File: src/rtl/clk_seq_pkg.sv
// Shared types and helpers for the MMCM clock/reset sequencer.
package clk_seq_pkg;

  typedef enum logic [2:0] {
    ST_HOLD      = 3'd0,
    ST_WAIT_LOCK = 3'd1,
    ST_SETTLE    = 3'd2,
    ST_RUN       = 3'd3,
    ST_FAULT     = 3'd4
  } seq_state_t;

  // Width of a counter able to hold the largest of the three phase lengths.
  function automatic int unsigned cnt_width(input int unsigned hold_cycles,
                                            input int unsigned lock_timeout,
                                            input int unsigned settle_cycles);
    int unsigned m;
    m = hold_cycles;
    if (lock_timeout > m) m = lock_timeout;
    if (settle_cycles > m) m = settle_cycles;
    return $clog2(m + 1);
  endfunction

endpackage

File: src/rtl/sync_bit.sv
// Multi-flop single-bit synchroniser with asynchronous active-low reset.
module sync_bit #(
  parameter int unsigned STAGES = 2
) (
  input  logic clk,
  input  logic rst_n,
  input  logic d_i,
  output logic q_o
);

  logic [STAGES-1:0] sync_q;

  always_ff @(posedge clk or negedge rst_n) begin
    if (!rst_n) begin
      sync_q <= '0;
    end else begin
      sync_q <= {sync_q[STAGES-2:0], d_i};
    end
  end

  assign q_o = sync_q[STAGES-1];

endmodule

File: src/rtl/clk_rst_sequencer.sv
// Sequences the pixel-clock MMCM: reset hold, lock wait, settle, run,
// with automatic re-sequencing on lock loss and a sticky fault after retries.
module clk_rst_sequencer
  import clk_seq_pkg::*;
#(
  parameter int unsigned RST_HOLD_CYCLES = 16,
  parameter int unsigned LOCK_TIMEOUT    = 100000,
  parameter int unsigned SETTLE_CYCLES   = 256,
  parameter int unsigned MAX_RETRIES     = 3,
  parameter int unsigned SYNC_STAGES     = 2
) (
  input  logic                               clk,
  input  logic                               rst_n,
  input  logic                               mmcm_locked,
  input  logic                               restart,
  output logic                               mmcm_rst,
  output logic                               sys_rst_n,
  output logic                               ready,
  output logic                               fault,
  output logic [2:0]                         state_o,
  output logic [$clog2(MAX_RETRIES+1)-1:0]   retry_cnt
);

  localparam int unsigned TW = cnt_width(RST_HOLD_CYCLES, LOCK_TIMEOUT, SETTLE_CYCLES);
  localparam int unsigned RW = $clog2(MAX_RETRIES + 1);

  localparam logic [TW-1:0] HOLD_LAST    = TW'(RST_HOLD_CYCLES - 1);
  localparam logic [TW-1:0] TIMEOUT_LAST = TW'(LOCK_TIMEOUT - 1);
  localparam logic [TW-1:0] SETTLE_LAST  = TW'(SETTLE_CYCLES - 1);
  localparam logic [RW-1:0] RETRY_LAST   = RW'(MAX_RETRIES - 1);
  localparam logic [RW-1:0] RETRY_MAX    = RW'(MAX_RETRIES);

  logic          lock_s;
  seq_state_t    state_q, state_d;
  logic [TW-1:0] timer_q, timer_d;
  logic [RW-1:0] retry_q, retry_d;
  logic          fail;
  logic          mmcm_rst_q, sys_rst_n_q, ready_q, fault_q;

  sync_bit #(
    .STAGES (SYNC_STAGES)
  ) u_lock_sync (
    .clk   (clk),
    .rst_n (rst_n),
    .d_i   (mmcm_locked),
    .q_o   (lock_s)
  );

  always_comb begin
    state_d = state_q;
    retry_d = retry_q;
    timer_d = timer_q;
    fail    = 1'b0;

    if (restart) begin
      state_d = ST_HOLD;
      retry_d = '0;
    end else begin
      case (state_q)
        ST_HOLD: begin
          if (timer_q == HOLD_LAST) state_d = ST_WAIT_LOCK;
        end
        ST_WAIT_LOCK: begin
          if (lock_s)                       state_d = ST_SETTLE;
          else if (timer_q == TIMEOUT_LAST) fail    = 1'b1;
        end
        ST_SETTLE: begin
          if (!lock_s)                     state_d = ST_WAIT_LOCK;
          else if (timer_q == SETTLE_LAST) state_d = ST_RUN;
        end
        ST_RUN: begin
          if (!lock_s) fail = 1'b1;
        end
        ST_FAULT: begin
          state_d = ST_FAULT;
        end
        default: begin
          state_d = ST_HOLD;
        end
      endcase
    end

    if (fail) begin
      retry_d = (retry_q == RETRY_MAX) ? retry_q : retry_q + RW'(1);
      state_d = (retry_q == RETRY_LAST) ? ST_FAULT : ST_HOLD;
    end

    // A restart inside HOLD is not a state change but must still restart the hold count.
    if (restart || (state_d != state_q)) begin
      timer_d = '0;
    end else if (state_q inside {ST_HOLD, ST_WAIT_LOCK, ST_SETTLE}) begin
      timer_d = timer_q + TW'(1);
    end
  end

  always_ff @(posedge clk or negedge rst_n) begin
    if (!rst_n) begin
      state_q     <= ST_HOLD;
      timer_q     <= '0;
      retry_q     <= '0;
      mmcm_rst_q  <= 1'b1;
      sys_rst_n_q <= 1'b0;
      ready_q     <= 1'b0;
      fault_q     <= 1'b0;
    end else begin
      state_q     <= state_d;
      timer_q     <= timer_d;
      retry_q     <= retry_d;
      mmcm_rst_q  <= (state_d == ST_HOLD) || (state_d == ST_FAULT);
      sys_rst_n_q <= (state_d == ST_RUN);
      ready_q     <= (state_d == ST_RUN);
      fault_q     <= (state_d == ST_FAULT);
    end
  end

  assign mmcm_rst  = mmcm_rst_q;
  assign sys_rst_n = sys_rst_n_q;
  assign ready     = ready_q;
  assign fault     = fault_q;
  assign state_o   = state_q;
  assign retry_cnt = retry_q;

endmodule

File: config.mk
export PLATFORM = sky130hd
export DESIGN_NAME = clk_rst_sequencer
export DESIGN_NICKNAME = d
export VERILOG_FILES = /design/src/rtl/clk_seq_pkg.sv /design/src/rtl/sync_bit.sv /design/src/rtl/clk_rst_sequencer.sv
export SDC_FILE = /design/constraint.sdc
export NUM_CORES = 1
export LEC_CHECK = 0
export BUFFER_PORTS_ARGS = -buffer_cell sky130_fd_sc_hd__buf_2
export CAP_MARGIN = 20
export CORE_ASPECT_RATIO = 1.5
export CORE_MARGIN = 2
export CORE_UTILIZATION = 58
export DETAILED_ROUTE_END_ITERATION = 12
export MAX_ROUTING_LAYER = met4
export PLACE_DENSITY = 0.88
export SLEW_MARGIN = 20
export SYNTH_ARGS = -nofsm -noshare
export SYNTH_HDL_FRONTEND = slang
export SYNTH_HIERARCHICAL = 1
export SYNTH_SLANG_ARGS = --single-unit
File: constraint.sdc
create_clock -name clk -period 3.3 [get_ports clk]
set_clock_uncertainty 0.15 [all_clocks]
set_input_delay 0.66 -clock clk [delete_from_list [all_inputs] [get_ports clk]]
set_output_delay 0.66 -clock clk [all_outputs]
set_load 0.005 [all_outputs]
==> results of run 1 <==
-- report_power, final --
part | total (µW) | switching [µW] | internal [µW]
Clock | 146 | 99.6 | 46.4
Combinational | 25.6 | 17.2 | 8.38
Sequential | 341 | 5.58 | 335
-- cells in the mapped netlist (2+ instances only) --
master      n
a21oi_1    15
a22oi_1     4
a32o_1      3
and3_1      5
and4_1      2
clkbuf_1    6
dfrtp_1    26
ha_1        3
inv_1       8
mux2i_1     2
nand2_1     7
nand3_1     4
nand4_1     8
nand4bb_1   2
nor2_1      7
nor2b_1     2
nor4_1      2
o21ai_0     4
or2_2       2
or3_1       4
xnor2_1     4
xor2_1      7
-- metal layers --
| metal | routed length [µm] | share of wire [%] |
|---|---|---|
| met5 | 0 | 0 |
| met4 | 116 | 3.7 |
| met3 | 86 | 2.7 |
| met2 | 1670 | 53 |
| met1 | 1280 | 41 |
-- state kept, by name, summed over array words and instances, names as in the netlist --
name                count
timer_q                17
state_o                 3
ready                   1
fault                   1
u_lock_sync/sync_q      2
mmcm_rst                1
retry_cnt               2
-- worst register-to-register path, stage by stage, from the launching register on --
cell and delay (ns):
dfrtp_1 0.44, ha_1 0.22, or4b_1 0.46, nand4bb_1 0.23, o221ai_1 0.72, a22oi_1 0.21
-- stage by stage --
stage / setup slack [ns] / hold WS [ns] / cells / area, µm² / utilization, %
after detailed placement: 0.788 / 0.198 / 181 / 1560 / 63.8
after CTS: 0.747 / 0.171 / 185 / 1590 / 65.0
after floorplan: 0.900 / 0.181 / 151 / 1490 / -
final: 0.731 / 0.156 / 185 / 1590 / 65.0
after global placement: 0.853 / 0.187 / 181 / 1560 / 63.8
after global routing: 0.570 / 0.191 / 185 / 1590 / 65.0
-- cell type report --
class / count / area share [%]
multi-input cells: 108 / 47.1
repair buffers: 14 / 4.71
clock buffers: 3 / 1.41
flip-flops and latches: 27 / 42.5
inverters: 8 / 1.89
well taps: 24 / 1.89
clock inverters: 1 / 0.471
-- cell usage in the layout (no fill, tap or decap), types with 2 or more instances in the layout --
cell type,Yosys,routed
a21oi_1,15,15
a22oi_1,4,4
a32o_1,3,3
and3_1,5,5
and4_1,2,2
buf_2,1,12
buf_4,1,2
clkbuf_4,0,3
dfrtp_1,26,26
ha_1,3,3
inv_1,8,8
mux2i_1,2,2
nand2_1,7,7
nand3_1,4,4
nand4_1,8,8
nand4bb_1,2,2
nor2_1,7,7
nor2b_1,2,2
nor4_1,2,2
o21ai_0,4,4
or2_2,2,2
or3_1,4,4
xnor2_1,4,4
xor2_1,7,7
-- cell families after synthesis --
logic type	share of synthesized area, %
DFF	45.3
xor gates and xnor gates	6.45
adders and majority gates	3.19
muxes	1.34
and+or+nand+nor	22.4
AOI/OAI and AO/OA	16.9
buffers and inverters	4.36
-- path summary, 6_finish.rpt --
path	startpoint	endpoint	slack (ns)	cells after the start
max	timer_q[0]	timer_q[16]	0.73	5
min	rst_n	timer_q[15]	0.16	1
max reg2reg	timer_q[0]	timer_q[16]	0.73	5
min reg2reg	u_lock_sync/sync_q[0]	u_lock_sync/sync_q[1]	0.23	0
max in group asynchronous	rst_n	timer_q[12]	2.46	1
min in group clk	u_lock_sync/sync_q[0]	u_lock_sync/sync_q[1]	0.23	0
==> results.cfg, run 1 <==
[setup_path]
worstPathCellList = ha_1 > or4b_1 > nand4bb_1 > o221ai_1 > a22oi_1
cpMaxStageDelayCell = o221ai_1
end_kind = flip-flop
cp_slowest_stage_delay_ns = 0.72
path_buf_inv = 0
arrival_ns = 2.60
required_ns = 3.33
worstPathMaxFanout = 11
crit_family = compound AO/OA/AOI/OAI gates
crit_type = reg2reg
critPathLaunchType = flip-flop

[flow_run]
cap_violations = 0

[timing]
hold_viol = 0
slew-limit-headroom_pct = 40.2
worst_pin_slew_ns = 0.898
fin_setup_tns_ns = 0
fmax_mhz = 389
period_share_pct = 77.9
setup_viol = 0
fin_crit_ns = 2.57
final_max_slew_viol_count = 0
rsz0062_at_grt = no

[global_route]
grtUsageMet2_pct = 40.1
grt_max_degree = 28
gr-usage-met3_pct = 3.55
met1_usage_pct = 26.4
gr-max-usage-layer = met2
grt_remaining_overflow = 0
antenna_found_initial = 0
grt_pass1_wl_um = 5170
grt_pass1_vias = 1230
grtUsageTotal_pct = 24.0

[logic_synthesis]
synthFlopType = dfrtp_1
synth.net_count = 158
yosys-top-cells-area = dfrtp_1 (44%), a21oi_1 (5.0%), xor2_1 (4.1%)
synth_cells = 151
yosysSeqAreaShare_pct = 45.3
synth_top_cell_by_area = dfrtp_1
ys_seq_elements = 27
ys_warn_count = 6
yosysTopAreaCellShare_pct = 43.6
netlist_area_um2 = 1490
syn_area_per_cell_um2 = 9.89
yosys.cell_types.count = 46
synthArstFlopShare_pct = 100
synth-edff-count = 0

[route]
wl_per_cell_um = 17.0
drt-pass1-iter-count = 4
vias = 1249
detail-route-antenna-nets = 0
via_per_inst = 6.75
wl_um = 3150
drtIter0Drc = 42
drc = 0

[die]
coreArea_um2 = 2450
fp-row-count = 22
die_x_um = 45.4
start_util_pct = 60.9
io_pins = 13
die_y_um = 66.1
die_area_um2 = 3000

[power]
power.total_uw = 512
vdd_ir_drop_max_mv = 0.211
pwr_density_cell_nw_per_um2 = 322
p_leak_uw = 0.000701

[placement]
numPortBuffers = 12
hpwl_um = 2330
gp_congestion = 0.854

[clock_tree]
cts_setup_buffers = 0
tritoncts = built
worstSkewPairLatency_ns = 0.33
cts-hold-fix-buffers = 0
clkTransAtPathRegs_ns = 0.15
cts_buffers = 3
htreeDepth = 1
cts_root_buf = clkbuf_4
ctsLongestPathBuffers = 2
numClockSinks = 27
cts_resized = 0

[layout]
ff_latch_area_um2 = 677
area_growth_pct = 6.71
nets = 169
drive_above_1_share_pct = 14.9
fillers = 185
antenna_cells = 0
multi_input_area_um2 = 751

[worst_hold_path]
hp-class = in2async

[run_status]
outcome = complete, no violations
No activity file was read; power rests on OpenSTA's default activity.
==> inputs of run 2 (changes only) <==
- clock period: 3.3 -> 2.63 ns (I/O delays scaled with it)
==> results.cfg, run 2 (synthesized netlist as in run 1, its figures left out) <==
[placement]
hpwl_um = 2400
pre_cts_slack_ns = 0.0915
gp_congestion = 0.846
numPortBuffers = 12

[route]
wl_um = 3360
vias = 1313
via_per_inst = 6.91
drtIter0Drc = 63
drc = 0
wl_per_cell_um = 17.7
drt-pass1-iter-count = 4
detail-route-antenna-nets = 0

[setup_path]
required_ns = 2.72
end_kind = flip-flop
worstPathMaxFanout = 5
critPathLaunchType = flip-flop
worstRegToRegCells = 5
arrival_ns = 2.65
crit_type = reg2reg

[clock_tree]
htreeDepth = 1
tritoncts = built
cts-hold-fix-buffers = 0
numClockSinks = 27
ctsLongestPathBuffers = 2
cts_root_buf = clkbuf_4
cts_buffers = 3
clkTransAtPathRegs_ns = 0.16
worstSkewPairLatency_ns = 0.35

[worst_hold_path]
hp-class = in2async

[timing]
fmax_mhz = 390
hold_ws_ns = -0.00263
fin_setup_tns_ns = 0
worst_pin_slew_ns = 0.591
fin_crit_ns = 2.56
period_share_pct = 97.5
setup_viol = 0
setup_slack_ns = 0.0662
slew-limit-headroom_pct = 60.6
hold_viol = 3
final_max_slew_viol_count = 0

[global_route]
grt_pass1_wl_um = 5600
antenna_found_initial = 0
grtUsageTotal_pct = 26.1
grt_remaining_overflow = 0
grt_max_degree = 28
grt_pass1_vias = 1268

[layout]
largest_reg_flops = 17
nets = 174
antenna_cells = 0
area_growth_pct = 9.89
top_register = timer_q
final_util_pct = 67.0
drive_above_1_share_pct = 17.5
final_common_cell = dfrtp_1
final_cell_mix = dfrtp_1 (26), a21oi_1 (15), buf_2 (12)

[die]
start_util_pct = 60.9
fp-row-count = 22
die_y_um = 66.1
die_area_um2 = 3000
die_x_um = 45.4
io_pins = 13
coreArea_um2 = 2450

[flow_run]
cap_violations = 0

[power]
p_leak_uw = 0.000750
vdd_ir_drop_max_mv = 0.289
pwr_density_cell_nw_per_um2 = 400

[run_status]
outcome = complete, but fails checks
violations = hold timing
run 2: cell types whose count changed in the layout (fill, tap and decap cells not counted), sizes merged:
cell,previous run,this run
buf,14,19
run 2: repair_timing:
action | in CTS | in global routing
resized for setup | 0 | 1
setup endpoints to repair | 0 | 7
setup buffers | 0 | 3
run 2: area by class of cell:
type | instances | area [µm²]
fillers | 175 | 810
flip-flops and latches | 27 | 677
inverters | 8 | 30.0
multi-input cells | 108 | 761
repair buffers | 19 | 113
clock buffers | 3 | 22.5
clock inverters | 1 | 7.51
well taps | 24 | 30.0
run 2: stage by stage:
step,cells,power [µW],instance area (µm²)
3_3_place_gp,183,466,1580
5_1_grt,190,682,1640
4_1_cts,187,653,1610
6_report,190,657,1640
3_5_place_dp,183,469,1580
2_1_floorplan,151,451,1490
run 2: worst paths after layout:
kind                                            start               endpoint  slack (ns)
worst max-delay path                       timer_q[1]           retry_cnt[1]        0.07
worst min-delay path                            rst_n  u_lock_sync/sync_q[1]      -0.003
worst max register to register             timer_q[1]           retry_cnt[1]        0.07
worst min register to register  u_lock_sync/sync_q[0]  u_lock_sync/sync_q[1]        0.22
max in group asynchronous                       rst_n             timer_q[6]        1.92
min in group clk                          mmcm_locked  u_lock_sync/sync_q[0]        0.12
run 2: where the power goes:
part | switching, µW | total [µW] | internal, µW
Sequential | 6.09 | 427 | 421
Clock | 131 | 190 | 58.6
Combinational | 24.1 | 40.4 | 16.2
Total | 162 | 657 | 495
run 2: per-layer routing:
layer | vias up | share of wire (%) | GRT usage, %
met5 | - | 0 | -
met4 | 0 | 5.0 | 16.5
met3 | 20 | 5.2 | 4.10
met2 | 66 | 55 | 43.8
met1 | 632 | 35 | 27.1
li1 | 595 | - | -
run 2: critical path: stages (launching register included):
cell and delay [ns]:
dfrtp_1 0.41, ha_1 0.22, or4b_1 0.47, or4_4 0.58, a211o_1 0.35, a32o_1 0.27
==> inputs of run 3 (changes only) <==
- clock period: 2.63 -> 2.4 ns (I/O delays scaled with it)
==> results.cfg, run 3 (synthesized netlist as in run 1, its figures left out) <==
[power]
p_leak_uw = 0.000769
pwr_density_cell_nw_per_um2 = 421
vdd_ir_drop_max_mv = 0.313

[timing]
hold_viol = 0
slew-limit-headroom_pct = 60.6
final_max_slew_viol_count = 0
period_share_pct = 98.7
fin_setup_tns_ns = 0
rsz0062_at_grt = no
fin_crit_ns = 2.37
setup_viol = 0
hold_ws_ns = 0.0831
fmax_mhz = 422
worst_pin_slew_ns = 0.591

[clock_tree]
numClockSinks = 27
worstSkewPairLatency_ns = 0.34
ctsLongestPathBuffers = 2
tritoncts = built
htreeDepth = 1
clkTransAtPathRegs_ns = 0.15
cts_root_buf = clkbuf_4
cts_resized = 0
cts_buffers = 3

[route]
wl_um = 3230
drtIter0Drc = 56
via_per_inst = 6.54
drc = 0
detail-route-antenna-nets = 0
vias = 1294
wl_per_cell_um = 16.3
drt-pass1-iter-count = 4

[layout]
top_register = timer_q
area_growth_pct = 13.4
antenna_cells = 0
nets = 182
drive_above_1_share_pct = 21.3
final_common_cell = dfrtp_1
largest_reg_flops = 17
final_cell_mix = dfrtp_1 (26), a21oi_1 (15), buf_4 (14)
final_util_pct = 69.1

[placement]
gp_congestion = 0.909
hpwl_um = 2380
numPortBuffers = 12

[setup_path]
critPathLaunchType = flip-flop
required_ns = 2.48
crit_type = reg2reg
arrival_ns = 2.45
end_kind = flip-flop
worstPathMaxFanout = 5

[global_route]
gr-usage-met3_pct = 3.83
grt_remaining_overflow = 0
grtUsageTotal_pct = 25.6
grt_pass1_vias = 1300
grt_pass1_wl_um = 5510
gr-max-usage-layer = met2
grt_max_degree = 28
antenna_found_initial = 0
grtUsageMet2_pct = 43.3
met1_usage_pct = 27.2

[run_status]
outcome = complete, no violations

[flow_run]
cap_violations = 0

[die]
die_y_um = 66.1
start_util_pct = 60.9
coreArea_um2 = 2450
io_pins = 13
die_x_um = 45.4
fp-row-count = 22
die_area_um2 = 3000

[worst_hold_path]
hp-class = in2reg
[run 3: path summary, 6_finish.rpt]
path | startpoint | to | slack [ns] | depth (start not counted)
setup / recovery | timer_q[0] | retry_cnt[1] | 0.03 | 5
hold / removal | mmcm_locked | u_lock_sync/sync_q[0] | 0.08 | 1
setup reg to reg | timer_q[0] | retry_cnt[1] | 0.03 | 5
hold reg to reg | u_lock_sync/sync_q[0] | u_lock_sync/sync_q[1] | 0.23 | 0
max in group asynchronous | rst_n | timer_q[12] | 1.19 | 2
min in group asynchronous | rst_n | u_lock_sync/sync_q[1] | 0.50 | 2
[run 3: layer usage]
layer  wire length, µm  up-vias  part of all wire [%]
met5                 0        -                     0
met1              1240      620                    39
met3               111       16                   3.4
met2              1720       48                    53
met4               154        0                   4.8
li1                  -      610                     -
[run 3: layout make-up]
class	count	area [µm²]
Tap cell	24	30.0
Timing Repair Buffer	27	175
Sequential cell	27	677
Multi-Input combinational cell	108	753
Fill cell	177	757
Clock inverter	1	5.00
Clock buffer	3	22.5
Inverter	8	30.0
[run 3: stage by stage]
| step | instances | instance area [µm²] | total power [µW] | setup slack [ns] |
|---|---|---|---|---|
| floorplan | 151 | 1500 | 494 | 0.0310 |
| global placement | 192 | 1650 | 517 | 0.0714 |
| detailed placement | 192 | 1650 | 520 | -0.00397 |
| CTS | 198 | 1690 | 717 | 0.0495 |
| global route | 198 | 1690 | 740 | 0.00121 |
| finish | 198 | 1690 | 713 | 0.0319 |
[run 3: worst max-delay path: stages (launching register included)]
cell	delay (ns)
dfrtp_1	0.39
ha_2	0.18
or4b_1	0.45
or4_4	0.47
a211o_1	0.33
a32o_1	0.28
[run 3: power by group]
group,total [µW],leakage [µW],internal [µW],switching [µW]
clock,201,0.0000177,62.9,138
sequential,467,0.000367,461,5.90
combinational,45.2,0.000385,19.1,26.2
total,713,0.000769,543,170
[run 3: what timing repair did]
| item | CTS | global route |
|---|---|---|
| hold buffers | 1 | 0 |
| hold endpoints to repair | 14 | 0 |
| setup buffers | 1 | 0 |
| setup endpoints to repair | 1 | 0 |
